### config.mk
export PLATFORM = sky130hd
export DESIGN_NAME = conv_write_ctrl
export DESIGN_NICKNAME = d
export VERILOG_FILES = /design/src/rtl/conv_write_ctrl.sv
export SDC_FILE = /design/constraint.sdc
export NUM_CORES = 1
export LEC_CHECK = 0
export BUFFER_PORTS_ARGS = -buffer_cell sky130_fd_sc_hd__buf_2
export CAP_MARGIN = 20
export CORE_UTILIZATION = 49
export DETAILED_ROUTE_END_ITERATION = 8
export PLACE_DENSITY = 0.79
export SYNTH_ARGS = -nofsm -noshare
export SYNTH_HDL_FRONTEND = slang
export SYNTH_SLANG_ARGS = --single-unit
### constraint.sdc
create_clock -name clk -period 1.7 [get_ports clk]
set_input_delay 0.34 -clock clk [delete_from_list [all_inputs] [get_ports clk]]
set_output_delay 0.34 -clock clk [all_outputs]
set_load 0.02 [all_outputs]
### src/rtl/conv_write_ctrl.sv
// Write-side controller for a sliding-window convolution: fills NUM_REG window
// registers one-hot, launches a convolution, then slides by STRIDE samples.
module conv_write_ctrl #(
  parameter int NUM_REG = 15,
  parameter int STRIDE  = 3
) (
  input  logic                             clk,
  input  logic                             rst,
  input  logic                             frame_start,
  input  logic                             abort,
  input  logic                             in_valid,
  input  logic                             in_last,
  output logic                             in_ready,
  output logic                             wr_en,
  output logic [NUM_REG-1:0]               wr_sel,
  output logic                             conv_start,
  input  logic                             conv_done,
  output logic                             frame_done,
  output logic                             err,
  output logic [$clog2(NUM_REG+1)-1:0]     fill_cnt
);

  localparam int CW = $clog2(NUM_REG+1);
  localparam logic [CW-1:0]      FULL        = CW'(NUM_REG);
  localparam logic [CW-1:0]      LAST_STRIDE = CW'(STRIDE-1);
  localparam logic [NUM_REG-1:0] SEL_RST     = {1'b1, {(NUM_REG-1){1'b0}}};

  typedef enum logic [2:0] {
    S_IDLE   = 3'd0,
    S_FILL   = 3'd1,
    S_LAUNCH = 3'd2,
    S_WAIT   = 3'd3,
    S_SLIDE  = 3'd4,
    S_FINISH = 3'd5
  } state_e;

  state_e               state_q, state_d;
  logic [NUM_REG-1:0]   wr_sel_q, wr_sel_d;
  logic [CW-1:0]        fill_cnt_q, fill_cnt_d;
  logic [CW-1:0]        stride_q, stride_d;
  logic                 err_q, err_d;
  logic                 last_q, last_d;

  always_ff @(posedge clk or posedge rst) begin
    if (rst) begin
      state_q <= S_IDLE;
    end else begin
      state_q <= state_d;
    end
  end

  always_comb begin
    state_d = state_q;
    if (abort) begin
      state_d = S_IDLE;
    end else begin
      case (state_q)
        S_IDLE:   if (frame_start) state_d = S_FILL;
        S_FILL: begin
          if (wr_en) begin
            if (fill_cnt_q == FULL - CW'(1)) state_d = S_LAUNCH;
            else if (in_last)                state_d = S_IDLE;
          end
        end
        S_LAUNCH: state_d = S_WAIT;
        S_WAIT:   if (conv_done) state_d = last_q ? S_FINISH : S_SLIDE;
        S_SLIDE:  if (wr_en && (stride_q == LAST_STRIDE || in_last)) state_d = S_LAUNCH;
        S_FINISH: state_d = S_IDLE;
        default:  state_d = S_IDLE;
      endcase
    end
  end

  // Abort also drops in_ready so no sample is consumed on the aborting cycle.
  always_comb begin
    in_ready   = 1'b0;
    conv_start = 1'b0;
    frame_done = 1'b0;
    case (state_q)
      S_FILL, S_SLIDE: in_ready   = ~abort;
      S_LAUNCH:        conv_start = 1'b1;
      S_FINISH:        frame_done = 1'b1;
      default:         ;
    endcase
  end

  assign wr_en = in_valid & in_ready;

  always_comb begin
    wr_sel_d   = wr_sel_q;
    fill_cnt_d = fill_cnt_q;
    stride_d   = stride_q;
    err_d      = err_q;
    last_d     = last_q;
    if (abort) begin
      wr_sel_d   = SEL_RST;
      fill_cnt_d = '0;
      stride_d   = '0;
      last_d     = 1'b0;
    end else begin
      if (wr_en) wr_sel_d = {wr_sel_q[NUM_REG-2:0], wr_sel_q[NUM_REG-1]};
      case (state_q)
        S_IDLE: begin
          if (frame_start) begin
            wr_sel_d   = SEL_RST;
            fill_cnt_d = '0;
            err_d      = 1'b0;
            last_d     = 1'b0;
          end
        end
        S_FILL: begin
          if (wr_en) begin
            fill_cnt_d = fill_cnt_q + CW'(1);
            last_d     = in_last;
            if (in_last && (fill_cnt_q < FULL - CW'(1))) err_d = 1'b1;
          end
        end
        S_WAIT:   if (conv_done) stride_d = '0;
        S_SLIDE: begin
          if (wr_en) begin
            stride_d = stride_q + CW'(1);
            last_d   = in_last;
          end
        end
        S_FINISH: fill_cnt_d = '0;
        default:  ;
      endcase
    end
  end

  always_ff @(posedge clk or posedge rst) begin
    if (rst) begin
      wr_sel_q   <= SEL_RST;
      fill_cnt_q <= '0;
      stride_q   <= '0;
      err_q      <= 1'b0;
      last_q     <= 1'b0;
    end else begin
      wr_sel_q   <= wr_sel_d;
      fill_cnt_q <= fill_cnt_d;
      stride_q   <= stride_d;
      err_q      <= err_d;
      last_q     <= last_d;
    end
  end

  assign wr_sel   = wr_sel_q;
  assign fill_cnt = fill_cnt_q;
  assign err      = err_q;

endmodule
==> flow_summary.toml <==
[power_and_ir_drop]
peakVddDrop_uv = 463
powerDensity_nw_per_um2 = 753
clkPwrFrac_pct = 20.2
seqPwrFrac_pct = 44.0
p_int_uw = 1110
power_leakage_uw = 0.00101
p_sw_uw = 527
switching_share_pct = 32.3
combPwrFrac_pct = 35.8

[floorplanning]
row_count = 20
die_area_um2 = 3440
fp.dieW_um = 58.6
start_util_pct = 51.4
core_area_um2 = 3050
die_h_um = 58.6
io_pins = 31

[cts]
clk_latency_ns = 0.33
cts_tree = "yes"
clkTransAtPathRegs_ns = 0.15
cts-root-buf = "clkbuf_4"
clockBufferDepth = 2
cts_sinks = 28
cts_buffers = 3
ctsHtreeMaxLevel = 1

[critical_path]
crit_required_ns = 1.36
worst_setup_path_start_kind = "flip-flop"
r2r_setup_slack_ns = -0.20
crit_path_end_kind = "output port"
path_max_fanout = 6
worstReg2RegEnd = "fill_cnt[3]$_DFFE_PP0P_"
timing.rr.start = "state_q[2]$_DFFE_PP0P_"
crit_arrival_ns = 1.64
cp-startpoint = "state_q[2]$_DFFE_PP0P_"
crit_end = "wr_en"
worstSetupPathType = "reg -> out"
reg2reg_depth = 7

[placement]
place.gp.congestion = 0.941
post-place-ws_ns = -0.106
hpwlAfterDp_um = 2760
io_buffers = 30
dpl.cell_count = 254

[timing]
finClkSkew_ns = 0.00575
hold_slack_ns = 0.0398
grt_setup_unrepaired = "yes"
layout_setup_ws_ns = -0.284
finalHoldViolCount = 0
period_minus_slack_ns = 1.98
setup_viol = 23
drv_slew = 0
fmax_mhz = 504
worst_slew_pin_slew_ns = 0.384
tns_ns = -2.07
finalCritPeriodShare_pct = 117
maxSlewHeadroom_pct = 74.2

[status]
outcome = "complete, but fails checks"
violations = "negative setup slack"

[logic_synthesis]
yosysTopAreaCellShare_pct = 43.0
synth_cell_type_count = 43
async_reset_ff_share_pct = 100
synth_top_area_cell = "dfrtp_1"
yosys-top-cells-area = "dfrtp_1 43%, nand3_1 5.7%, a21oi_1 5.4%"
synth_area_um2 = 1570
yosys_warnings = 0
synth_seq_area_share_pct = 44.7
synthTopCellsByCount = "27 x dfrtp_1, 21 x nand2_1, 18 x nand3_1, 17 x a21oi_1"
synth_seq_cells = 28
yosysMostFrequentCell = "dfrtp_1"
synth_edf_count = 0
synth.avg_cell_area_um2 = 9.40
ys.flop_type = "dfrtp_1"
syn_inst = 167
syn_nets = 178

[global_route]
overflow = 0
first_global_vias = 1403
grt_max_degree = 29
grt_antenna_before_repair = 0
grt_pass1_wl_um = 6520
grt_use_total_pct = 24.7

[detailed_routing]
drt_wl_total_um = 4280
antenna_left = 0
dr.pass1.iters = 4
wl_per_cell_um = 16.2
remaining_drc_errors = 0
vias = 1484
drt-initial-drc-count = 53
vias_per_cell = 5.62

[final_layout]
fin_nets = 232
fillerInstances = 235
final_cells = 264
antenna_cells = 0
area_delta_synth_final_pct = 37.9
drive_gt1_share_pct = 42.7

[worst_hold_path]
hp-class = "in -> async"

[run]
maxCapViolCount = 0
## flip-flops by register name, summed over array words and instances (netlist names)
signal,flops
state_q,3
wr_sel,15
stride_q,4
err,1
last_q,1
fill_cnt,4
## power groups by stage
stage          sequential (µW)  combinational [µW]  clock [µW]
2_1_floorplan              758                 255           0
3_3_place_gp               724                 430           0
3_5_place_dp               729                 445           0
4_1_cts                    714                 534         336
5_1_grt                    719                 624         363
6_report                   718                 583         330
## final cells by class
class | count | area, µm² | share of cell area, %
Inverter | 9 | 36.3 | 1.68
Clock buffer | 4 | 36.3 | 1.68
Multi-Input combinational cell | 119 | 898 | 41.5
Sequential cell | 28 | 706 | 32.6
Tap cell | 44 | 55.1 | 2.54
Timing Repair Buffer | 60 | 434 | 20.0
## worst max-delay path, stage by stage, from the launching register on
cell      delay (ns)
dfrtp_2         0.46
buf_6           0.12
nand2b_4        0.07
a2111o_1        0.48
inv_4           0.07
buf_6           0.11
## cells in the final DEF (no fill, tap or decap), types with 2 or more instances in the layout
cell type / Yosys / layout
a21o_1: 2 / 2
a21oi_1: 17 / 16
a31oi_1: 3 / 3
buf_2: 8 / 26
buf_4: 1 / 22
buf_6: 1 / 11
clkbuf_4: 0 / 3
dfrtp_1: 27 / 24
dfrtp_2: 0 / 3
ha_1: 4 / 4
inv_1: 8 / 8
mux2_1: 2 / 2
mux2i_1: 4 / 3
nand2_1: 21 / 20
nand2b_4: 0 / 2
nand3_1: 18 / 18
nor2_1: 3 / 3
nor2b_1: 2 / 2
nor3_1: 5 / 4
o21ai_0: 6 / 3
o21ai_2: 0 / 2
o22ai_1: 3 / 3
o31ai_2: 0 / 2
or4b_4: 3 / 3
## per-layer routing
metal / share of wire [%] / vias up / routed length [µm] / GRT usage, %
met3: 2.4 / 6 / 101 / 1.54
met2: 53 / 31 / 2250 / 41.5
met1: 43 / 749 / 1860 / 33.5
met5: 0 / - / 0 / 0
li1: - / 698 / - / -
met4: 1.5 / 0 / 65 / 9.86
## per-stage QoR
| stage | total power [µW] | utilization (%) | instance area [µm²] |
|---|---|---|---|
| floorplan | 1010 | - | 1600 |
| global placement | 1150 | 62.7 | 1910 |
| detailed placement | 1170 | 62.7 | 1910 |
| CTS | 1580 | 68.2 | 2080 |
| global route | 1710 | 70.9 | 2170 |
| finish | 1630 | 70.9 | 2170 |
## kinds of logic after synthesis
logic type      share of synthesized area [%]
compound gates                           18.1
xor+xnor                                0.558
fa+ha+maj                                3.19
buf+inv                                  6.14
flops                                    44.7
mux                                      4.70
simple gates                             22.6
## how the worst min path moves through the flow
stage,start,end,slack [ns],cells past startpoint
after detailed placement,rst,wr_sel[4]$_DFF_PP0_,0.42,3
after global placement,rst,wr_sel[3]$_DFF_PP0_,0.41,3
after CTS,rst,wr_sel[7]$_DFF_PP0_,0.05,3
after global routing,rst,state_q[1]$_DFFE_PP0P_,0.09,3
final,rst,wr_sel[4]$_DFF_PP0_,0.04,3
after floorplan,rst,err$_DFFE_PP0P_,0.40,1
## repair_timing
action                                  in CTS  in global routing
resized for setup                           23                 20
endpoints found under the setup margin      22                 32
pin swaps                                   12                  9
hold buffers                                 0                  0
hold endpoints to repair                     0                  0
cloned                                       1                  1
setup buffers                                4                  1
No activity file was read; power rests on OpenSTA's default activity.
